[src/rtl/pfp_pkg.sv]
// Shared types for the field packer: FSM state encoding and the default
// two-nibble word layout.
package pfp_pkg;

  typedef enum logic {
    FILL = 1'b0,
    HOLD = 1'b1
  } pfp_state_t;

  // Declaration order matches MSB_FIRST=1: first field received lands in 'lo'.
  typedef struct packed {
    logic [3:0] lo;
    logic [3:0] hi;
  } nib_pair_t;

  localparam int PFP_FIELD_W_DEF    = 4;
  localparam int PFP_NUM_FIELDS_DEF = 2;

endpackage

[src/rtl/packed_field_packer.sv]
// Packs a stream of FIELD_W-bit fields into NUM_FIELDS-slot words, with
// early termination on in_last and same-edge drain/accept in HOLD.
//
// state | meaning
// FILL  | assembling a word, in_ready=1, out_valid=0
// HOLD  | word presented on out_word, in_ready follows out_ready
module packed_field_packer
  import pfp_pkg::*;
#(
  parameter int FIELD_W    = PFP_FIELD_W_DEF,
  parameter int NUM_FIELDS = PFP_NUM_FIELDS_DEF,
  parameter int MSB_FIRST  = 1
) (
  input  logic                                  clk,
  input  logic                                  rst_n,
  input  logic                                  in_valid,
  output logic                                  in_ready,
  input  logic [FIELD_W-1:0]                    in_field,
  input  logic                                  in_last,
  output logic                                  out_valid,
  input  logic                                  out_ready,
  output logic [FIELD_W*NUM_FIELDS-1:0]         out_word,
  output logic [$clog2(NUM_FIELDS+1)-1:0]       out_count
);

  localparam int WORD_W = FIELD_W * NUM_FIELDS;
  localparam int CNT_W  = $clog2(NUM_FIELDS + 1);

  if ((FIELD_W < 1) || (NUM_FIELDS < 1)) begin : g_bad_param
    $fatal(1, "packed_field_packer: FIELD_W and NUM_FIELDS must both be >= 1");
  end

  pfp_state_t        r_state;
  pfp_state_t        w_state_nxt;
  logic              r_run;
  logic [CNT_W-1:0]  r_idx;
  logic [CNT_W-1:0]  w_idx_nxt;
  logic [CNT_W-1:0]  w_base_idx;
  logic [WORD_W-1:0] r_word;
  logic [WORD_W-1:0] w_word_nxt;
  logic [WORD_W-1:0] w_base_word;
  logic [WORD_W-1:0] w_slot_word;
  int                w_slot_lo;
  logic              w_accept;
  logic              w_drain;
  logic              w_last_slot;

  assign out_valid = (r_state == HOLD);
  assign in_ready  = r_run & ((r_state == FILL) | out_ready);
  assign out_word  = r_word;
  assign out_count = r_idx;

  assign w_accept = in_valid & in_ready;
  assign w_drain  = out_valid & out_ready;

  // An accept in HOLD always coincides with a drain, so it starts a fresh word.
  assign w_base_idx  = (r_state == HOLD) ? '0 : r_idx;
  assign w_base_word = (r_state == HOLD) ? '0 : r_word;
  assign w_last_slot = (int'(w_base_idx) == NUM_FIELDS - 1);

  if (MSB_FIRST != 0) begin : g_msb_first
    assign w_slot_lo = (NUM_FIELDS - 1 - int'(w_base_idx)) * FIELD_W;
  end else begin : g_lsb_first
    assign w_slot_lo = int'(w_base_idx) * FIELD_W;
  end

  always_comb begin
    w_slot_word = w_base_word;
    w_slot_word[w_slot_lo +: FIELD_W] = in_field;
  end

  always_comb begin
    w_state_nxt = r_state;
    w_idx_nxt   = r_idx;
    w_word_nxt  = r_word;
    if (w_accept) begin
      w_word_nxt  = w_slot_word;
      w_idx_nxt   = w_base_idx + CNT_W'(1);
      w_state_nxt = (w_last_slot || in_last) ? HOLD : FILL;
    end else if (w_drain) begin
      w_word_nxt  = '0;
      w_idx_nxt   = '0;
      w_state_nxt = FILL;
    end
  end

  // r_run keeps in_ready low until the first edge after reset release.
  always_ff @(posedge clk or negedge rst_n) begin
    if (!rst_n) begin
      r_state <= FILL;
      r_run   <= 1'b0;
      r_idx   <= '0;
      r_word  <= '0;
    end else begin
      r_state <= w_state_nxt;
      r_run   <= 1'b1;
      r_idx   <= w_idx_nxt;
      r_word  <= w_word_nxt;
    end
  end

endmodule

[config.mk]
export PLATFORM = sky130hd
export DESIGN_NAME = packed_field_packer
export DESIGN_NICKNAME = d
export VERILOG_FILES = /design/src/rtl/pfp_pkg.sv /design/src/rtl/packed_field_packer.sv
export SDC_FILE = /design/constraint.sdc
export NUM_CORES = 1
export LEC_CHECK = 0
export ABC_AREA = 1
export BUFFER_PORTS_ARGS = -buffer_cell sky130_fd_sc_hd__buf_4
export CAP_MARGIN = 25
export CORE_MARGIN = 2
export CORE_UTILIZATION = 46
export CTS_CLUSTER_DIAMETER = 60
export DETAILED_ROUTE_END_ITERATION = 7
export GPL_ROUTABILITY_DRIVEN = 1
export HOLD_SLACK_MARGIN = 0.08
export MAX_ROUTING_LAYER = met4
export PLACE_DENSITY_LB_ADDON = 0.05
export SLEW_MARGIN = 5
export SYNTH_ARGS = -nofsm -noshare
export SYNTH_HDL_FRONTEND = slang
export SYNTH_SLANG_ARGS = --single-unit
export TNS_END_PERCENT = 10
[constraint.sdc]
create_clock -name clk -period 1.7 [get_ports clk]
set_input_delay 0.17 -clock clk [delete_from_list [all_inputs] [get_ports clk]]
set_output_delay 0.17 -clock clk [all_outputs]
set_load 0.005 [all_outputs]
# Word level (Yosys, flattened, before mapping)
# Index checks and enable logic that the tools add are counted.
[totals]
latchBits = 0
regBits = 12
output_inout_bits = 12
wordCells = 27
memories = 0
mem_bits_rw = 0
rom_bits = 0
[op_classes]
mul = 0
magnitude_cmp = 0
n_shift = 2
mux = 10
n_reduce_logical = 2
add_sub_neg = 3
div = 0
eq_ne = 1
n_bitwise = 5
[op_table]
columns = ["cell", "count"]
rows = [
  ["negator 5 -> 33 bit", 1],
  ["variable shift 4 x 33 -> 8 bit, first input constant", 1],
  ["indexed part select 4 x 33 -> 8 bit", 1],
  ["two-way mux 8 bit", 3],
  ["bitwise mux 8 bit", 1],
  ["two-way mux 2 bit", 3],
  ["AND 1 bit", 3],
  ["two-way mux 1 bit", 3],
  ["subtractor 1 x 2 -> 3 bit, first input constant", 1],
  ["adder 2 x 1 -> 2 bit, second input constant", 1],
  ["equality test 2 bit, second input constant", 1],
  ["nonzero test 2 bit", 1],
  ["logical OR 1 bit", 1],
  ["inverter 1 bit", 1],
  ["OR 1 bit", 1],
]

# Logic depth before layout (Yosys ltp)
[logic_depth]
ltp_word = 6
ltp_mapped = 9
mapped_depth_nobuf = 9

# Worst setup path before layout
# No wires, ideal clock.
[synth_path]
kind = "flip-flop to flip-flop"
from = "register r_state (netlist: out_valid)"
to = "register r_word[4] (netlist: out_word[4])"
slack_ns = 0.341
arrival_time_ns = 1.294
n_path_buf = 0
required_time_ns = 1.635
synth_period_minus_slack_ns = 1.359
stages_incl_launch_ff = 8
path_cell_list = "dfrtp_1 nor2_4 inv_1 ha_1 or2_2 nand2_2 nand2_1 nand2_1"
[synth_via]
elab_chain_len = 6
[synth_rtl]
columns = ["item", "line", "source"]
rows = [
  ["from (decl)", "packed_field_packer.sv:33", "pfp_state_t r_state;"],
  ["from (signal assigned)", "packed_field_packer.sv:95", "r_state <= w_state_nxt;"],
  ["two-way mux 2 bit", "packed_field_packer.sv:57", "assign w_base_idx = (r_state == HOLD) ? '0 : r_idx;"],
  ["subtractor 1 x 2 -> 3 bit", "packed_field_packer.sv:62", "assign w_slot_lo = (NUM_FIELDS - 1 - int'(w_base_idx)) * FIELD_W;"],
  ["negator 5 -> 33 bit", "packed_field_packer.sv:69", "w_slot_word[w_slot_lo +: FIELD_W] = in_field;"],
  ["indexed part select 4 x 33 -> 8 bit / variable shift 4 x 33 -> 8 bit (equally long branches)", "packed_field_packer.sv:69", ""],
  ["bitwise mux 8 bit", "packed_field_packer.sv:69", ""],
  ["two-way mux 8 bit", "packed_field_packer.sv:76", "if (w_accept) begin"],
  ["to (signal assigned)", "packed_field_packer.sv:98", "r_word <= w_word_nxt;"],
  ["to (decl)", "packed_field_packer.sv:39", "logic [WORD_W-1:0] r_word;"],
]
# Several ways; a longest one is shown, not always the timed one.
# A chain may end at the register's enable or synchronous reset.

# Final worst setup path
[layout_path]
from = "register r_state (netlist: out_valid)"
to = "register r_word[6] (netlist: out_word[6])"
# The elaborated chain is that of the path after synthesis.

==> run_results.csv <==
group,metric,value,unit
routing,wl_per_cell,9.88,um
setup_path,cpPeakStageDelay,0.47,ns
global_routing,antenna_found_initial,0,
setup_path,crit_type,"reg2reg",
synthesis,synthTopCellsByArea,"dfrtp_1, nand2_1, nor2_1, inv_1, ha_1",
synthesis,syn_area,608,sq um
setup_path,cpMostUsedCell,"nand2_1",
sta,rsz0062_at_grt,"no",
pwr,clkPwrFrac,0.231,
floorplanning,start_util,0.479,
sta,period_minus_slack,1.49,ns
setup_path,path_max_fanout,7,
floorplanning,fp.dieW,40.4,um
global_routing,track_usage,0.174,
floorplanning,ios,21,
cts,cts_max_level,1,
worst_hold_path,min_path_type,"in2reg",
sta,setup_viol,0,
layout,fillCellCount,116,
synthesis,synth_nets,87,
synthesis,ys_warn_count,0,
setup_path,worstSetupStartpointType,"flop",
sta,holdWs,0.172,ns
sta,setup_tns,0,ns
worst_hold_path,hold_depth,3,
pwr,comb_power_share,0.365,
synthesis,synthArstFlopShare,1.00,
routing,vias_per_cell,4.65,
cts,root_buffer,"clkbuf_4",
routing,ant_nets,0,
setup_path,required,1.92,ns
synthesis,postSynthCellCount,76,
routing,vias,539,
routing,drc_errors,0,
floorplanning,die_area,1630,sq um
place,gp_congestion,0.652,
sta,hold_viol_final,0,
pwr,leakagePower,0.000474,uW
floorplanning,rows,13,
sta,max_clock_freq,670,MHz
layout,drive_gt1_frac,0.317,
sta,maxSlewViolCount,0,
global_routing,grt_overflow,0,
cts,cts_tree,"done",
floorplanning,fp.coreArea,1270,sq um
pwr,p_int,656,uW
synthesis,synth_most_common_cell,"nand2_1",
cts,cts.sinks,12,
routing,first_iter_violations,2,
setup_path,arrival,1.71,ns
routing,drt_wl_total,1150,um
cts,clk_pin_slew,0.07,ns
run,maxCapViolations,0,
synthesis,ys_ff_latch,12,
pwr,peakVddDrop,0.518,mV
place,io_buffers,20,
synthesis,ys_types,15,
synthesis,synth_top_area_cell,"dfrtp_1",
setup_path,crit_chain,"nor2_4 > inv_1 > ha_1 > or2_2 > nand2_2 > nand2_1 > nand2_1",
layout,nets,113,
layout,diodes,0,
sta,fin_crit_sh,0.879,
synthesis,synth-edff-count,0,
pwr,p_switching,318,uW
pwr,powerDensity,1180,nW/um^2
pwr,swShare,0.326,
setup_path,cp-end-kind,"flop",
global_routing,grt_max_degree,13,
place,dp_hpwl,944,um
synthesis,ys_seq_area_frac,0.494,
synthesis,synth.cells.most_frequent,"nand2_1, dfrtp_1, nor2_1",
layout,syn2layout_area_growth,35.4,%
sta,finClkSkew,0.00332,ns
routing,firstDrtPassIters,2,
cts,clkLatencyLatePin,0.28,ns
setup_path,r2r_cells,7,
global_routing,grt_pass1_vias,472,
setup_path,cp_slowest_cell,"dfrtp_1",
global_routing,grt_pass1_wl,1790,um
floorplanning,dieHeight,40.4,um
pwr,p_seq_frac,0.404,
synthesis,ys.flop_type,"dfrtp_1",
cts,clock_path_buffers,2,
cts,numCtsBuffers,3,
synthesis,avgSynthCellArea,8.00,sq um
synthesis,synth_top_area_share,0.494,
cts,post_cts_buffers,0,
place,placed_cell_area,777,sq um
run_status,outcome,"completed",
layout,stdcell_area,823,sq um
==> sequential cells by signal (all words and copies together), names as in the netlist <==
register	flops
out_word	8
r_run	1
out_valid	1
out_count	2
==> cell families (layout without fill, tap and decap cells) <==
kind of cell | count (synthesis) | in the layout | share of synthesized area
AOI/OAI and AO/OA | 3 | 3 | 0.0268
adders and majority gates | 2 | 2 | 0.0411
buffers and inverters | 9 | 34 | 0.0556
DFF | 12 | 12 | 0.494
other | 1 | 1 | 0.00617
and+or+nand+nor | 49 | 49 | 0.377
==> worst max-delay path, delay by kind of cell, from the launching register on <==
family,cells,cell delay [ns]
DFF,1,0.47
and+or+nand+nor,5,0.70
adders and majority gates,1,0.21
buffers and inverters,1,0.06
==> layout by cell type (no fill, tap or decap) <==
master | Yosys | layout
conb_1 | 1 | 1
dlygate4sd3_1 | 0 | 1
o22ai_1 | 1 | 1
nor2_1 | 11 | 11
nand3_1 | 1 | 1
clkbuf_8 | 0 | 1
nand2_1 | 28 | 28
nand3_4 | 1 | 1
nand2_4 | 1 | 1
and2_1 | 1 | 1
nand2_2 | 3 | 3
o21ai_0 | 2 | 2
nor2_4 | 1 | 1
inv_1 | 9 | 9
clkbuf_4 | 0 | 3
buf_4 | 0 | 20
dfrtp_1 | 12 | 12
ha_1 | 2 | 2
or2_2 | 2 | 2
==> repair_timing <==
action | 4_1_cts | 5_1_grt
gates resized for setup | 0 | 0
endpoints found under the hold margin | 12 | 0
hold buffers | 1 | 0
==> per-layer routing <==
layer | GRT usage | part of all wire | vias up
met5 | - | 0 | -
met4 | 0.100 | 0.026 | 0
met3 | 0.0167 | 0.062 | 3
met2 | 0.298 | 0.49 | 15
met1 | 0.196 | 0.43 | 244
li1 | - | - | 277
==> layout make-up <==
| type | count | area, sq um | share of cell area |
|---|---|---|---|
| Clock buffer | 4 | 36.3 | 0.0441 |
| Inverter | 9 | 33.8 | 0.0410 |
| Multi-Input combinational cell | 55 | 274 | 0.333 |
| Sequential cell | 12 | 300 | 0.365 |
| Tap cell | 15 | 18.8 | 0.0228 |
| Timing Repair Buffer | 21 | 160 | 0.195 |
==> power by group through the flow <==
stage | clock network [uW] | registers, uW | logic (uW)
finish | 225 | 393 | 355
global placement | 0 | 396 | 351
global route | 248 | 401 | 405
CTS | 235 | 394 | 362
detailed placement | 0 | 400 | 357
floorplan | 0 | 404 | 188
==> stage by stage <==
stage	setup slack [ns]	util	instances	total power, uW
detailed placement	0.218	0.612	111	757
global route	0.0791	0.649	116	1050
finish	0.206	0.649	116	973
global placement	0.267	0.612	111	747
floorplan	0.341	-	76	592
CTS	0.189	0.649	116	991
==> path summary, 6_finish.rpt <==
path	startpoint	to	slack [ns]
min in group asynchronous	rst_n	out_word[3]	0.27
worst max-delay path	out_valid	out_word[6]	0.21
max in group asynchronous	rst_n	out_word[5]	1.28
worst min register to register	out_word[2]	out_word[2]	0.47
worst min-delay path	in_last	out_valid	0.17
worst max register to register	out_valid	out_word[6]	0.21
No activity file was read; power rests on OpenSTA's default activity.
